[src/rtl/led_chain_pkg.sv]
// LED chain driver shared state codes and sizing helpers.
// Widths are derived from parameters through the functions below.
package led_chain_pkg;

  localparam logic [2:0] S_IDLE  = 3'd0;
  localparam logic [2:0] S_FETCH = 3'd1;
  localparam logic [2:0] S_LOAD  = 3'd2;
  localparam logic [2:0] S_SHIFT = 3'd3;
  localparam logic [2:0] S_GAP   = 3'd4;
  localparam logic [2:0] S_LATCH = 3'd5;

  function automatic int clog2_min1(input int v);
    return (v <= 2) ? 1 : $clog2(v);
  endfunction

  function automatic int xfer_len(
    input int n_ch,
    input int ch_w,
    input int div,
    input int lat
  );
    return n_ch * (2 + 2 * div * ch_w) + div + lat;
  endfunction

  localparam int DEF_FRAME_PERIOD = 16666;
  localparam int DEF_FRAME_MAX    = 120;
  localparam int DEF_N_CHANNELS   = 12;
  localparam int AW    = clog2_min1(DEF_N_CHANNELS);
  localparam int FW    = clog2_min1(DEF_FRAME_MAX + 1);
  localparam int CNT_W = clog2_min1(DEF_FRAME_PERIOD + 1);

endpackage

[src/rtl/led_chain_driver_frame_timer.sv]
// Free-running frame period counter with registered tick
// and wrapping frame index.
module frame_timer
  import led_chain_pkg::*;
#(
  parameter int FRAME_PERIOD = 16666,
  parameter int FRAME_MAX    = 120,
  localparam int CW = clog2_min1(FRAME_PERIOD + 1),
  localparam int FW_L = clog2_min1(FRAME_MAX + 1)
) (
  input  logic            i_clk,
  input  logic            i_rst,
  output logic [FW_L-1:0] o_frame,
  output logic            o_frame_tick
);

  localparam logic [CW-1:0]   P_END = CW'(FRAME_PERIOD);
  localparam logic [CW-1:0]   C_ONE = CW'(1);
  localparam logic [FW_L-1:0] F_END = FW_L'(FRAME_MAX);
  localparam logic [FW_L-1:0] F_ONE = FW_L'(1);

  logic [CW-1:0] cnt;

  always_ff @(posedge i_clk) begin
    if (i_rst) begin
      cnt          <= '0;
      o_frame      <= '0;
      o_frame_tick <= 1'b0;
    end else begin
      o_frame_tick <= (cnt == P_END);
      if (cnt == P_END) begin
        cnt     <= '0;
        o_frame <= (o_frame == F_END) ? '0 : o_frame + F_ONE;
      end else begin
        cnt <= cnt + C_ONE;
      end
    end
  end

endmodule

[src/rtl/led_chain_driver.sv]
// Frame-paced serializer: streams store words MSB-first onto the
// o_clk/o_dai chain each frame tick, then strobes o_lat.
module led_chain_driver
  import led_chain_pkg::*;
#(
  parameter int FRAME_PERIOD = 16666,
  parameter int FRAME_MAX    = 120,
  parameter int N_CHANNELS   = 12,
  parameter int CH_WIDTH     = 16,
  parameter int CLK_DIV      = 2,
  parameter int LAT_CYCLES   = 4,
  parameter bit XFER_CHECK   = 1'b1,
  localparam int AW_L = clog2_min1(N_CHANNELS),
  localparam int FW_L = clog2_min1(FRAME_MAX + 1)
) (
  input  logic                i_clk,
  input  logic                i_rst,
  input  logic                i_enable,
  output logic [AW_L-1:0]     o_rd_addr,
  input  logic [CH_WIDTH-1:0] i_rd_data,
  output logic [FW_L-1:0]     o_frame,
  output logic                o_frame_tick,
  output logic                o_busy,
  output logic                o_overrun,
  output logic                o_clk,
  output logic                o_dai,
  output logic                o_lat
);

  localparam int XFER_T = xfer_len(N_CHANNELS, CH_WIDTH, CLK_DIV, LAT_CYCLES);
  localparam int BW = clog2_min1(CH_WIDTH);
  localparam int DW = clog2_min1(2 * CLK_DIV);
  localparam int LW = clog2_min1(LAT_CYCLES);

  localparam logic [AW_L-1:0] CH_LAST = AW_L'(N_CHANNELS - 1);
  localparam logic [AW_L-1:0] CH_ONE  = AW_L'(1);
  localparam logic [BW-1:0]   B_MAX   = BW'(CH_WIDTH - 1);
  localparam logic [BW-1:0]   B_ONE   = BW'(1);
  localparam logic [DW-1:0]   D_HI    = DW'(CLK_DIV);
  localparam logic [DW-1:0]   D_END   = DW'(2 * CLK_DIV - 1);
  localparam logic [DW-1:0]   G_END   = DW'(CLK_DIV - 1);
  localparam logic [DW-1:0]   D_ONE   = DW'(1);
  localparam logic [LW-1:0]   L_END   = LW'(LAT_CYCLES - 1);
  localparam logic [LW-1:0]   L_ONE   = LW'(1);

  if (XFER_CHECK && XFER_T >= FRAME_PERIOD + 1) begin : g_xfer_chk
    $fatal(1, "led_chain_driver: transfer longer than frame period");
  end

  logic [2:0]          state;
  logic [AW_L-1:0]     ch;
  logic [CH_WIDTH-1:0] sr;
  logic [BW-1:0]       bitc;
  logic [DW-1:0]       dcnt;
  logic [LW-1:0]       lcnt;

  frame_timer #(
    .FRAME_PERIOD(FRAME_PERIOD),
    .FRAME_MAX   (FRAME_MAX)
  ) u_timer (
    .i_clk       (i_clk),
    .i_rst       (i_rst),
    .o_frame     (o_frame),
    .o_frame_tick(o_frame_tick)
  );

  always_ff @(posedge i_clk) begin
    if (i_rst) begin
      state <= S_IDLE;
      ch    <= '0;
      sr    <= '0;
      bitc  <= '0;
      dcnt  <= '0;
      lcnt  <= '0;
    end else begin
      unique case (state)
        S_IDLE: begin
          if (o_frame_tick && i_enable) begin
            ch    <= '0;
            state <= S_FETCH;
          end
        end
        S_FETCH: state <= S_LOAD;
        S_LOAD: begin
          sr    <= i_rd_data;
          bitc  <= B_MAX;
          dcnt  <= '0;
          state <= S_SHIFT;
        end
        S_SHIFT: begin
          // Low half then high half; advance after the high half.
          if (dcnt == D_END) begin
            dcnt <= '0;
            sr   <= sr << 1;
            if (bitc == '0) begin
              if (ch == CH_LAST) begin
                state <= S_GAP;
              end else begin
                ch    <= ch + CH_ONE;
                state <= S_FETCH;
              end
            end else begin
              bitc <= bitc - B_ONE;
            end
          end else begin
            dcnt <= dcnt + D_ONE;
          end
        end
        S_GAP: begin
          if (dcnt == G_END) begin
            dcnt  <= '0;
            lcnt  <= '0;
            state <= S_LATCH;
          end else begin
            dcnt <= dcnt + D_ONE;
          end
        end
        S_LATCH: begin
          if (lcnt == L_END) begin
            state <= S_IDLE;
          end else begin
            lcnt <= lcnt + L_ONE;
          end
        end
        default: state <= S_IDLE;
      endcase
    end
  end

  assign o_rd_addr = ch;
  assign o_busy    = (state != S_IDLE);
  assign o_overrun = o_frame_tick & o_busy;
  assign o_clk     = (state == S_SHIFT) && (dcnt >= D_HI);
  assign o_dai     = (state == S_SHIFT) && sr[CH_WIDTH-1];
  assign o_lat     = (state == S_LATCH);

endmodule

[config.mk]
export PLATFORM = sky130hd
export DESIGN_NAME = led_chain_driver
export DESIGN_NICKNAME = d
export VERILOG_FILES = /design/src/rtl/led_chain_pkg.sv /design/src/rtl/led_chain_driver_frame_timer.sv /design/src/rtl/led_chain_driver.sv
export SDC_FILE = /design/constraint.sdc
export NUM_CORES = 1
export LEC_CHECK = 0
export CAP_MARGIN = 0
export CORE_MARGIN = 2
export CORE_UTILIZATION = 45
export CTS_CLUSTER_DIAMETER = 100
export CTS_CLUSTER_SIZE = 24
export DETAILED_ROUTE_END_ITERATION = 8
export PLACE_DENSITY = 0.67
export SETUP_SLACK_MARGIN = 0.3
export SLEW_MARGIN = 20
export SYNTH_ARGS = -nofsm -noshare
export SYNTH_HDL_FRONTEND = slang
export SYNTH_SLANG_ARGS = --single-unit
[constraint.sdc]
create_clock -name i_clk -period 2.2 [get_ports i_clk]
set_clock_uncertainty 0.05 [all_clocks]
set_input_delay 0.22 -clock i_clk [delete_from_list [all_inputs] [get_ports i_clk]]
set_output_delay 0.22 -clock i_clk [all_outputs]
set_load 0.005 [all_outputs]
==> run_results.csv, run 1 <==
group,metric,value,unit
setup_path,cpPeakStageDelay,0.57,ns
finish,area_growth,24.8,%
pwr,p_leak,1.13,nW
place,port_buffers,35,
clock_network,cts_tree,"done",
floorplan,boundaryPins,36,
place,hpwl,4.05,mm
timing,max_freq,539,MHz
setup_path,critPathBufInv,0,
synthesis,synth.avg_cell_area,8.57,µm²
synthesis,synth_cell_types,52,
timing,tightest_slew,0.393,ns
floorplan,core_area,0.00557,mm²
setup_path,worst_setup_path_start_kind,"flop",
clock_network,cts.clk_slew.worst_paths,0.09,ns
pwr,total_power,1.80,mW
setup_path,path_class,"flop to flop",
synthesis,synth_edf_count,0,
global_routing,grt_pass1_vias,2167,
timing,grt_setup_unrepaired,"true",
global_routing,overflow,0,
worst_hold_path,hp-start,"sr[15]$_SDFFE_PP0P_",
timing,setup_violations,0,
global_routing,grt_antenna_before_repair,0,
clock_network,cts_buffers,5,
setup_path,crit_fanout,6,
finish,nFillCells,498,
synthesis,postSynthNetCount,337,
finish,diodes,0,
clock_network,root_buffer,"clkbuf_8",
synthesis,synth_area_leaders,"dfxtp_1, o221ai_1, a21oi_1",
floorplan,start_util,47.4,%
timing,slew_viol_final,0,
place,place_inst,413,
setup_path,crit_required,2.37,ns
finish,fin_cells,426,
worst_hold_path,whs_path_depth,2,
finish,drive_above_1_share,13.8,%
detailed_routing,wl,5.91,mm
setup_path,crit_chain,"or4_4, nor4_4, a31oi_1, a311oi_1",
synthesis,synthArstFlopShare,0,%
detailed_routing,vias,2411,
synthesis,yosysMostFrequentCell,"dfxtp_1",
detailed_routing,drcViolationCount,0,
place,dpl-instance-area,0.00312,mm²
clock_network,cts_htree_levels,2,
timing,period_minus_slack,1.86,ns
setup_path,r2r_end,"u_timer.o_frame[2]$_SDFFE_PP0P_",
clock_network,cts_buffer_depth,2,
global_routing,grt_usage,19.4,%
worst_hold_path,hold_path.class,"flop to flop",
floorplan,die-width,80.6,µm
timing,hold_slack,0.405,ns
worst_hold_path,hold_end,"sr[15]$_SDFFE_PP0P_",
synthesis,synth_seq_cells,54,
detailed_routing,drt_iter0_markers,115,
pwr,power.density,545,mW/mm²
clock_network,clk_latency,0.30,ns
detailed_routing,antenna_left,0,
synthesis,yosysSeqAreaShare,40.9,%
setup_path,rr_worst_depth,4,
timing,final_hold_viol_count,0,
synthesis,ys_top_cells_by_count,"dfxtp_1, nand2_1, nor2_1, a21oi_1, o221ai_1",
synthesis,yosys.area.top_type,"dfxtp_1",
timing,period_share,84.3,%
global_routing,grt_pass1_wl,10.0,mm
detailed_routing,wl_per_cell,13.9,µm
floorplan,rows,27,
synthesis,syn_area,0.00264,mm²
timing,finalSetupTns,0,ns
setup_path,end_kind,"flop",
finish,nNetsFinal,383,
run_status,outcome,"complete, no violations",
timing,slew_headroom,73.6,%
clock_network,ctsHoldBuffers,0,
setup_path,r2r_slack,0.34,ns
synthesis,synth_top_area_share,40.9,%
setup_path,cp_top_family,"simple AND/OR/NAND/NOR gates",
pwr,max-vdd-ir-drop,493,µV
detailed_routing,first_pass_iters,4,
floorplan,dieArea,0.00650,mm²
global_routing,grt_max_degree,22,
detailed_routing,avgViaCountPerCell,5.66,
setup_path,r2r_start,"u_timer.cnt[13]$_SDFF_PP0_",
floorplan,fp.dieH,80.6,µm
finish,finalInstanceArea,0.00329,mm²
synthesis,yosysWarnings,0,
synthesis,synthFlopType,"dfxtp_1",
setup_path,critPathSlowestCell,"or4_4",
synthesis,netlist_instances,308,
run,max-cap-violations,0,
place,gp_congestion,0.753,
clock_network,cts_sinks,54,
setup_path,critical_path_arrival,2.03,ns
[routing by layer]
metal	GRT usage [%]	share of wire, %	up-vias
met5	0	0	-
met4	4.58	0.85	0
met3	3.26	3.6	6
met2	31.4	47	45
met1	27.0	48	1143
li1	-	-	1217
[sequential cells by signal, summed over array words and instances (netlist names)]
name	flops
o_rd_addr	4
state	3
lcnt	2
sr	16
u_timer.o_frame_tick	1
dcnt	2
bitc	4
u_timer.cnt	15
u_timer.o_frame	7
[area by class of cell]
cell class	count	area, µm²	area share (%)
Multi-Input combinational cell	225	1480	44.8
Sequential cell	54	1100	33.5
Timing Repair Buffer	54	493	15.0
Tap cell	72	90.1	2.73
Clock buffer	6	72.6	2.20
Inverter	14	52.6	1.60
Clock inverter	1	7.51	0.228
[worst register-to-register path: cells and delay by family (launching register included)]
family             cells  cell delay, ns
AOI/OAI and AO/OA      2            0.38
DFF                    1            0.33
and+or+nand+nor        2            1.02
[logic make-up after synthesis]
logic type / count (synthesis) / synth area share (%)
buf+inv: 29 / 4.27
flops: 54 / 40.9
xor+xnor: 11 / 3.65
compound gates: 80 / 21.1
simple gates: 123 / 24.9
fa+ha+maj: 10 / 4.74
mux: 1 / 0.379
[placed cells by master, fill, tap and decap left out, types with 5 or more instances in the layout]
cell type / synthesis / routed
nand3_1: 11 / 11
ha_1: 10 / 9
dfxtp_1: 54 / 44
nor2_1: 29 / 28
a21oi_1: 25 / 25
clkbuf_8: 0 / 5
clkdlybuf4s50_1: 0 / 35
nand2_1: 31 / 31
a311oi_1: 6 / 6
nor3_1: 9 / 9
xnor2_1: 9 / 9
inv_1: 13 / 12
dfxtp_2: 0 / 6
o221ai_1: 15 / 15
o21ai_0: 6 / 6
and3_1: 5 / 5
buf_4: 1 / 19
[worst max path at each step]
stage | from | end | slack [ns] | cells after the start
floorplan | u_timer.cnt[5]$_SDFF_PP0_ | u_timer.o_frame[4]$_SDFFE_PP0P_ | 0.29 | 4
global placement | u_timer.cnt[0]$_SDFF_PP0_ | u_timer.o_frame[3]$_SDFFE_PP0P_ | 0.28 | 6
detailed placement | u_timer.cnt[0]$_SDFF_PP0_ | u_timer.o_frame[3]$_SDFFE_PP0P_ | 0.21 | 6
CTS | u_timer.cnt[0]$_SDFF_PP0_ | u_timer.o_frame[6]$_SDFFE_PP0P_ | 0.28 | 7
global route | u_timer.cnt[13]$_SDFF_PP0_ | u_timer.o_frame[2]$_SDFFE_PP0P_ | 0.23 | 4
finish | u_timer.cnt[13]$_SDFF_PP0_ | u_timer.o_frame[2]$_SDFFE_PP0P_ | 0.34 | 4
[metrics by stage]
stage | utilization (%) | setup WS [ns]
6_report | 59.1 | 0.345
5_1_grt | 59.1 | 0.233
4_1_cts | 58.3 | 0.278
3_5_place_dp | 56.0 | 0.214
3_3_place_gp | 56.0 | 0.284
2_1_floorplan | - | 0.294
[power breakdown]
| group | internal (mW) | total, mW | switching (mW) |
|---|---|---|---|
| Sequential | 1.01 | 1.04 | 0.0319 |
| Combinational | 0.112 | 0.223 | 0.111 |
| Clock | 0.219 | 0.535 | 0.315 |
[what timing repair did]
action                                  CTS  global route
pin swaps                                 3             3
resized for setup                        10            11
endpoints found under the hold margin     0             0
endpoints found under the setup margin   25            24
setup buffers                             3             3
gates cloned                              0             0
No activity file was read; power rests on OpenSTA's default activity.
==> inputs of run 2 (changes only) <==
PLACE_DENSITY = 0.69   (was 0.67)
clock period = 1.7 ns   (was 2.2 ns; I/O delays follow)
==> run 2 against run 1 <==
Compared with the run above: the run now ends with setup timing left; non-clock buffer count is 53 higher; largest cell class unchanged; count of clock-buffer cells in the layout stayed put; worst hold slack better by 0.048 ns; clock power is 46% higher; sequential cell count stayed put; sequential share of layout area is 7.3 points lower; fmax hardly changed.
==> run_results.csv, run 2 (synthesis gave the netlist of run 1 again) <==
group,metric,value,unit
run_status,outcome,"finished, violations left",
run_status,violations,"setup timing",
global_routing,grt_usage,22.8,%
detailed_routing,drcViolationCount,0,
setup_path,end_kind,"flop",
finish,multi_input_area,0.00192,mm²
timing,tightest_slew,0.342,ns
clock_network,cts.clk_slew.worst_paths,0.10,ns
global_routing,grt_max_degree,22,
clock_network,root_buffer,"clkbuf_8",
floorplan,rows,27,
finish,post-route-util,77.4,%
finish,top_register,"sr",
global_routing,grt_pass1_vias,2516,
global_routing,grt_antenna_before_repair,0,
run,max-cap-violations,0,
clock_network,cts_htree_levels,2,
global_routing,overflow,0,
timing,setup_violations,23,
finish,mostFrequentLayoutCell,"buf_4",
place,gp_congestion,0.775,
floorplan,start_util,47.4,%
timing,slew_viol_final,0,
pwr,power.density,621,mW/mm²
place,port_buffers,35,
finish,final_cell_mix,"buf_4, dfxtp_1, nor2_1",
clock_network,ctsHoldBuffers,0,
floorplan,dieArea,0.00650,mm²
detailed_routing,wl_per_cell,17.8,µm
finish,area_growth,63.3,%
setup_path,path_class,"flop to flop",
detailed_routing,wl,8.53,mm
floorplan,fp.dieH,80.6,µm
global_routing,grt_pass1_wl,11.5,mm
timing,max_freq,539,MHz
finish,largestRegisters,"sr (16), u_timer.cnt (15), u_timer.o_frame (7)",
timing,grt_setup_unrepaired,"true",
timing,layout_setup_ws,-0.155,ns
detailed_routing,first_pass_iters,4,
finish,area.sequential,0.00113,mm²
clock_network,cts_buffers,5,
timing,hold_slack,0.454,ns
finish,nFillCells,341,
pwr,p_leak,1.62,nW
place,hpwl,4.42,mm
finish,drive_above_1_share,45.1,%
floorplan,die-width,80.6,µm
worst_hold_path,hold_path.class,"flop to flop",
setup_path,worst_setup_path_start_kind,"flop",
setup_path,critical_path_arrival,2.02,ns
setup_path,crit_fanout,6,
finish,fin_cells,480,
timing,final_hold_viol_count,0,
detailed_routing,drt_iter0_markers,223,
clock_network,cts_tree,"done",
pwr,max-vdd-ir-drop,393,µV
timing,slew_headroom,77.0,%
timing,period_share,109,%
clock_network,cts_buffer_depth,2,
setup_path,rr_worst_depth,5,
worst_hold_path,whs_path_depth,2,
place,place_inst,432,
clock_network,cts_sinks,54,
clock_network,clk_latency,0.32,ns
detailed_routing,antenna_left,0,
floorplan,boundaryPins,36,
finish,nNetsFinal,436,
timing,period_minus_slack,1.86,ns
finish,diodes,0,
floorplan,core_area,0.00557,mm²
setup_path,crit_required,1.86,ns
detailed_routing,avgViaCountPerCell,5.70,
finish,largest_reg_flops,16,
detailed_routing,vias,2737,
## run 2: path summary, 6_finish.rpt
path	end	from	slack (ns)
setup reg to reg	u_timer.o_frame[3]$_SDFFE_PP0P_	u_timer.cnt[5]$_SDFF_PP0_	-0.16
setup / recovery	u_timer.o_frame[3]$_SDFFE_PP0P_	u_timer.cnt[5]$_SDFF_PP0_	-0.16
hold reg to reg	sr[13]$_SDFFE_PP0P_	sr[13]$_SDFFE_PP0P_	0.45
hold / removal	sr[13]$_SDFFE_PP0P_	sr[13]$_SDFFE_PP0P_	0.45
## run 2: where the power goes
group / leakage [nW] / total (mW) / switching (mW) / internal [mW]
clock: 0.0472 / 0.780 / 0.451 / 0.329
combinational: 1.12 / 0.557 / 0.274 / 0.283
sequential: 0.450 / 1.34 / 0.0461 / 1.30
total: 1.62 / 2.68 / 0.772 / 1.91
## run 2: area by class of cell
class	count	area share, %
inverter	14	1.31
multi-input combinational	225	44.5
timing repair buffer	107	23.7
tap	72	2.09
clock buffer	6	1.92
sequential	54	26.2
clock inverter	2	0.290
## run 2: worst max-delay path, stage by stage, from the launching register on
cell     delay [ns]
dfxtp_2        0.33
or4_4          0.57
o41ai_4        0.35
buf_4          0.19
o21ai_1        0.08
a22o_1         0.18
## run 2: layer usage
| layer | global-route usage (%) | vias up | routed length [µm] |
|---|---|---|---|
| met2 | 40.9 | 63 | 4500 |
| met3 | 3.71 | 19 | 335 |
| met4 | 8.64 | 0 | 235 |
| met5 | 0 | - | 0 |
| met1 | 27.1 | 1328 | 3450 |
| li1 | - | 1327 | - |
## run 2: through the flow
step	TNS (ns)	total power, mW	setup slack (ns)	instance area (µm²)
finish	-2.34	2.68	-0.155	4310
global route	-4.27	2.78	-0.240	4310
CTS	-2.38	2.52	-0.147	3860
detailed placement	-2.18	1.67	-0.134	3290
global placement	-1.84	1.67	-0.109	3290
floorplan	-2.55	1.54	-0.201	2680
## run 2: timing repair
item	CTS	global route
setup buffers	23	15
gates resized for setup	106	72
pin swaps	39	37
cloned	2	0
endpoints found under the setup margin	64	62
